==> src/rtl/clause_bin_loader.sv <==
// Moves one clause bin between external memory and the clause array.
// Load: memory -> array through wr_o; store: array -> memory through rd_o.
module clause_bin_loader #(
  parameter int NUM_CLAUSES = 8,
  parameter int NUM_VARS    = 8,
  parameter int WIDTH_C_LEN = 4,
  parameter int WIDTH_ADDR  = 16
) (
  input  logic                   clk,
  input  logic                   rst,
  input  logic                   start_load_i,
  input  logic                   start_store_i,
  input  logic [WIDTH_ADDR-1:0]  base_addr_i,
  output logic                   busy_o,
  output logic                   done_o,
  output logic                   mem_rd_o,
  output logic [WIDTH_ADDR-1:0]  mem_addr_o,
  input  logic                   mem_valid_i,
  input  logic [NUM_VARS*2-1:0]  mem_data_i,
  input  logic [WIDTH_C_LEN-1:0] mem_len_i,
  output logic                   mem_wr_o,
  output logic [NUM_VARS*2-1:0]  mem_wdata_o,
  input  logic                   mem_ready_i,
  output logic [NUM_CLAUSES-1:0] wr_o,
  output logic [NUM_CLAUSES-1:0] rd_o,
  output logic [NUM_VARS*2-1:0]  clause_o,
  output logic [WIDTH_C_LEN-1:0] clause_len_o,
  input  logic [NUM_VARS*2-1:0]  clause_i
);

  localparam int W_K = (NUM_CLAUSES > 1) ? $clog2(NUM_CLAUSES) : 1;
  localparam int W_D = NUM_VARS * 2;

  typedef enum logic [2:0] {
    S_IDLE, S_LD_REQ, S_LD_WAIT, S_LD_WR, S_ST_RD, S_ST_WR, S_DONE
  } state_t;

  state_t                 state_q, state_d;
  logic [W_K-1:0]         k_q, k_d;
  logic [WIDTH_ADDR-1:0]  base_q, base_d;
  // Shared holding register: loaded word on load, array read-back on store.
  logic [W_D-1:0]         data_q, data_d;
  logic [WIDTH_C_LEN-1:0] len_q, len_d;
  logic                   last_k;
  logic [NUM_CLAUSES-1:0] k_onehot;

  always_ff @(posedge clk) begin
    if (rst) begin
      state_q <= S_IDLE;
      k_q     <= '0;
      base_q  <= '0;
      data_q  <= '0;
      len_q   <= '0;
    end else begin
      state_q <= state_d;
      k_q     <= k_d;
      base_q  <= base_d;
      data_q  <= data_d;
      len_q   <= len_d;
    end
  end

  assign last_k   = (k_q == W_K'(NUM_CLAUSES - 1));
  assign k_onehot = NUM_CLAUSES'(1) << k_q;

  always_comb begin
    state_d      = state_q;
    k_d          = k_q;
    base_d       = base_q;
    data_d       = data_q;
    len_d        = len_q;
    busy_o       = (state_q != S_IDLE);
    done_o       = 1'b0;
    mem_rd_o     = 1'b0;
    mem_addr_o   = '0;
    mem_wr_o     = 1'b0;
    mem_wdata_o  = '0;
    wr_o         = '0;
    rd_o         = '0;
    clause_o     = '0;
    clause_len_o = '0;

    if (state_q != S_IDLE) mem_addr_o = base_q + WIDTH_ADDR'(k_q);

    case (state_q)
      S_IDLE: begin
        if (start_load_i || start_store_i) begin
          k_d     = '0;
          base_d  = base_addr_i;
          state_d = start_load_i ? S_LD_REQ : S_ST_RD;
        end
      end
      S_LD_REQ: begin
        mem_rd_o = 1'b1;
        state_d  = S_LD_WAIT;
      end
      S_LD_WAIT: begin
        if (mem_valid_i) begin
          data_d  = mem_data_i;
          len_d   = mem_len_i;
          state_d = S_LD_WR;
        end
      end
      S_LD_WR: begin
        wr_o         = k_onehot;
        clause_o     = data_q;
        clause_len_o = len_q;
        if (last_k) state_d = S_DONE;
        else begin
          k_d     = k_q + 1'b1;
          state_d = S_LD_REQ;
        end
      end
      S_ST_RD: begin
        rd_o    = k_onehot;
        data_d  = clause_i;
        state_d = S_ST_WR;
      end
      S_ST_WR: begin
        mem_wr_o    = 1'b1;
        mem_wdata_o = data_q;
        if (mem_ready_i) begin
          if (last_k) state_d = S_DONE;
          else begin
            k_d     = k_q + 1'b1;
            state_d = S_ST_RD;
          end
        end
      end
      S_DONE: begin
        done_o  = 1'b1;
        state_d = S_IDLE;
      end
      default: state_d = S_IDLE;
    endcase
  end

endmodule

==> config.mk <==
export PLATFORM = sky130hd
export DESIGN_NAME = clause_bin_loader
export DESIGN_NICKNAME = d
export VERILOG_FILES = /design/src/rtl/clause_bin_loader.sv
export SDC_FILE = /design/constraint.sdc
export NUM_CORES = 1
export LEC_CHECK = 0
export ABC_CLOCK_PERIOD_IN_PS = 2500
export CAP_MARGIN = 25
export CORE_ASPECT_RATIO = 1.25
export CORE_UTILIZATION = 27
export DETAILED_ROUTE_END_ITERATION = 10
export PLACE_DENSITY = 0.55
export SKIP_CTS_REPAIR_TIMING = 1
export SYNTH_ARGS = -nofsm -noshare
export SYNTH_HDL_FRONTEND = slang
export SYNTH_SLANG_ARGS = --single-unit
==> constraint.sdc <==
create_clock -name clk -period 2.5 [get_ports clk]
set_input_delay 0.5 -clock clk [delete_from_list [all_inputs] [get_ports clk]]
set_output_delay 0.5 -clock clk [all_outputs]
set_load 0.02 [all_outputs]
==> flow_summary.toml <==
[final_layout]
flow.area_growth_from_synthesis_pct = 73.2
final_layout_size_suffix_gt1_frac = 0.163
insertedDiodeCount = 0
final_net_count = 588
final_cells = 646
nFillCells = 971

[clocking]
worst_skew_pair.late_latency_ns = 0.29
clock_path_buffers = 2
clock_tree.htree_level_count = 2
clock_sinks = 42
cts.reportedPaths.clkPinSlew_ns = 0.06
library_cell_used_as_clock_root_buffer = "clkbuf_16"
cts_tree = "yes"
cts_buffers = 5

[timing]
maxSlewViolCount = 0
report.final.hold_viol_count = 0
fmax_ghz = 0.386
final.setup_skew_ns = 0.00917
minimum_period_implied_by_the_final_worst_setup_slack_ns = 2.59
worstMarginPinSlew_ns = 0.393
report.final.setup_viol = 3
worst_slack_ns = -0.0880
slew-limit-headroom = 0.737
final.period_utilization = 1.04
rsz0062_at_grt = "yes"

[global_route]
grt_pass1_vias = 2962
globalRouteTotalUtil = 0.176
grt_pass1_wl_mm = 14.5
maximum_number_of_pins_on_one_net_before_global_route_repair = 33
gr-total-overflow = 0
grt_antenna_before_repair = 0

[power]
total_power_mw = 3.01
vdd.ir_drop.worst_mv = 0.453
power.leakage_nw = 2.49
power.combinational.fraction = 0.430
net_load_switching_power_mw = 1.12
power_switching_share = 0.371
seq_power_share = 0.317
clock_network_fraction_of_design_power = 0.253
cellPowerDensity_mw_per_mm2 = 642
power_report.internal_total_mw = 1.89

[placement]
place.gp.congestion = 0.804
placed_cells_incl_taps = 635
detailedPlacementHpwl_mm = 6.91
preCtsSetupSlack_ns = -0.376
io_buffers = 129

[worst_setup_path]
worst_setup_path_end = "mem_addr_o[12]"
worstReg2RegEnd = "data_q[8]$_SDFFE_PP0P_"
cp.required_ns = 2.00
endpoint_kind = "output pin"
path_class = "reg -> out"
timing.critical_path.arrival_ns = 2.09
max_stage_delay_ns = 0.37
cp_max_fo = 5
cells_traversed_along_the_worst_timing_path = "ha_4 -> inv_2 -> fa_2 -> nor2b_2 -> o21ai_2 -> or3_1 -> a21oi_2 -> buf_4"
worst-r2r-setup-slack_ns = 0.75
setup.worst_path.start_class = "register"
regToRegStartpoint = "state_q[2]$_SDFFE_PP0P_"
crit_path_start = "k_q[0]$_SDFFE_PP0P_"
critPathSlowestCell = "or3_1"
rr_worst_depth = 6

[routing]
drt_iter0_drc = 87
routed_wire_length_per_instance_um = 14.5
vias = 2999
antenna_violating_nets_post_route = 0
detailed_router_iteration_count_before_antenna_repair = 4
drcViolationCount = 0
route.detailed.vias_per_inst = 4.64
totalWireLength_mm = 9.37

[synth]
postSynthRegisterBits = 42
synth_most_common_cell = "nand2_1"
synth.net_count = 435
synth.area.top_cells = "dfxtp_1 31%, nand2_1 11%, and2_1 9.5%"
synth.cells.most_frequent = "81 x nand2_1, 42 x dfxtp_1, 41 x and2_1"
syn_avg_cell_area_um2 = 7.39
synth_warn = 0
yosysTopAreaCell = "dfxtp_1"
synth-seq-area-share = 0.311
number_of_flops_mapped_to_enable_cells_by_yosys = 0
synth_top_area_frac = 0.311
synth_flop_cell = "dfxtp_1"
synthCells = 366
async_reset_ff_frac = 0
unique_cell_type_count_in_the_yosys_netlist = 47
synth_area_mm2 = 0.00271

[die]
start_util = 0.280
die_width_um = 91.5
io-pin-count = 130
coreArea_mm2 = 0.00966
die_area_mm2 = 0.0104
die_height_um = 114
core.rowCount = 40

[flow_run]
max_cap_viol_count = 0

[worst_hold_path]
hold_path_class = "reg -> reg"

[status]
failed_checks = "setup timing"
status = "complete, but fails checks"
per-layer routing:
layer	wire [um]	global-route usage	up-vias
li1	-	-	1549
met2	4800	0.327	73
met1	4010	0.201	1365
met3	353	0.0300	12
met5	0	0	-
met4	205	0.0624	0
placed cells by master, fill, tap and decap left out, types with 2 or more instances in the layout:
cell type	n
a2111oi_4	2
a21oi_1	24
a21oi_2	3
a311oi_1	17
and2_1	40
and3_1	14
and4_1	2
buf_4	43
buf_6	2
clkbuf_16	5
clkbuf_2	4
clkdlybuf4s50_1	79
dfxtp_1	39
dfxtp_2	3
dlymetal6s2s_1	40
ha_1	8
ha_4	2
inv_1	9
nand2_1	81
nand3_1	4
nand4_1	3
nor2_1	33
nor2b_1	4
nor3_1	3
nor3b_1	2
o21ai_0	7
o21ai_2	2
o22ai_1	2
or3_1	3
xnor2_1	6
xor2_1	3
worst max-delay path: cells and delay by family, from the launching register on:
family | cells | cell delay [ns]
AO/OA/AOI/OAI | 2 | 0.26
AND/OR/NAND/NOR | 2 | 0.53
adder cells (fa/ha/maj) | 2 | 0.48
flip-flops | 1 | 0.35
buffers and inverters | 2 | 0.18
per-stage QoR:
stage               setup TNS, ns  hold WS [ns]   util  area (um^2)
floorplan                       0         0.432      -         2720
detailed placement          -2.12         0.443  0.449         4340
global placement            -1.89         0.438  0.449         4340
global route               -0.501         0.481  0.485         4690
CTS                         -8.93         0.451  0.467         4510
finish                     -0.191         0.450  0.485         4690
cell type report:
cell class              count  area (um^2)  area share
flip-flops and latches     42          845       0.180
repair buffers            169         1680       0.358
well taps                 126          158      0.0336
clock buffers               5          125      0.0267
inverters                  11         43.8     0.00934
multi-input cells         290         1800       0.383
clock inverters             3         43.8     0.00934
kinds of logic after synthesis:
logic type / after synthesis / share of synthesized area
buffers and inverters: 34 / 0.0587
XOR/XNOR: 9 / 0.0291
AND/OR/NAND/NOR: 201 / 0.372
adder cells (fa/ha/maj): 11 / 0.0536
flip-flops: 42 / 0.311
AO/OA/AOI/OAI: 67 / 0.168
multiplexers: 2 / 0.00786
power groups by stage:
stage	sequential (mW)	clock, mW	combinational (mW)
detailed placement	0.964	0	1.27
floorplan	0.930	0	0.777
global route	0.977	0.797	1.43
finish	0.954	0.760	1.29
global placement	0.954	0	1.25
CTS	0.949	0.774	1.28
how the worst min path moves through the flow:
stage,startpoint,slack [ns],endpoint,depth (start not counted)
after floorplan,len_q[0]$_SDFFE_PP0P_,0.43,len_q[0]$_SDFFE_PP0P_,2
after global placement,len_q[2]$_SDFFE_PP0P_,0.44,len_q[2]$_SDFFE_PP0P_,2
after detailed placement,len_q[2]$_SDFFE_PP0P_,0.44,len_q[2]$_SDFFE_PP0P_,2
after CTS,len_q[2]$_SDFFE_PP0P_,0.45,len_q[2]$_SDFFE_PP0P_,2
after global routing,len_q[3]$_SDFFE_PP0P_,0.48,len_q[3]$_SDFFE_PP0P_,2
final,len_q[2]$_SDFFE_PP0P_,0.45,len_q[2]$_SDFFE_PP0P_,2
flip-flops by register name, indices dropped and copies added, names as in the netlist:
signal,flops
len_q,4
base_q,16
k_q,3
data_q,16
state_q,3
Note: power is estimated with default switching activity, not from simulation.
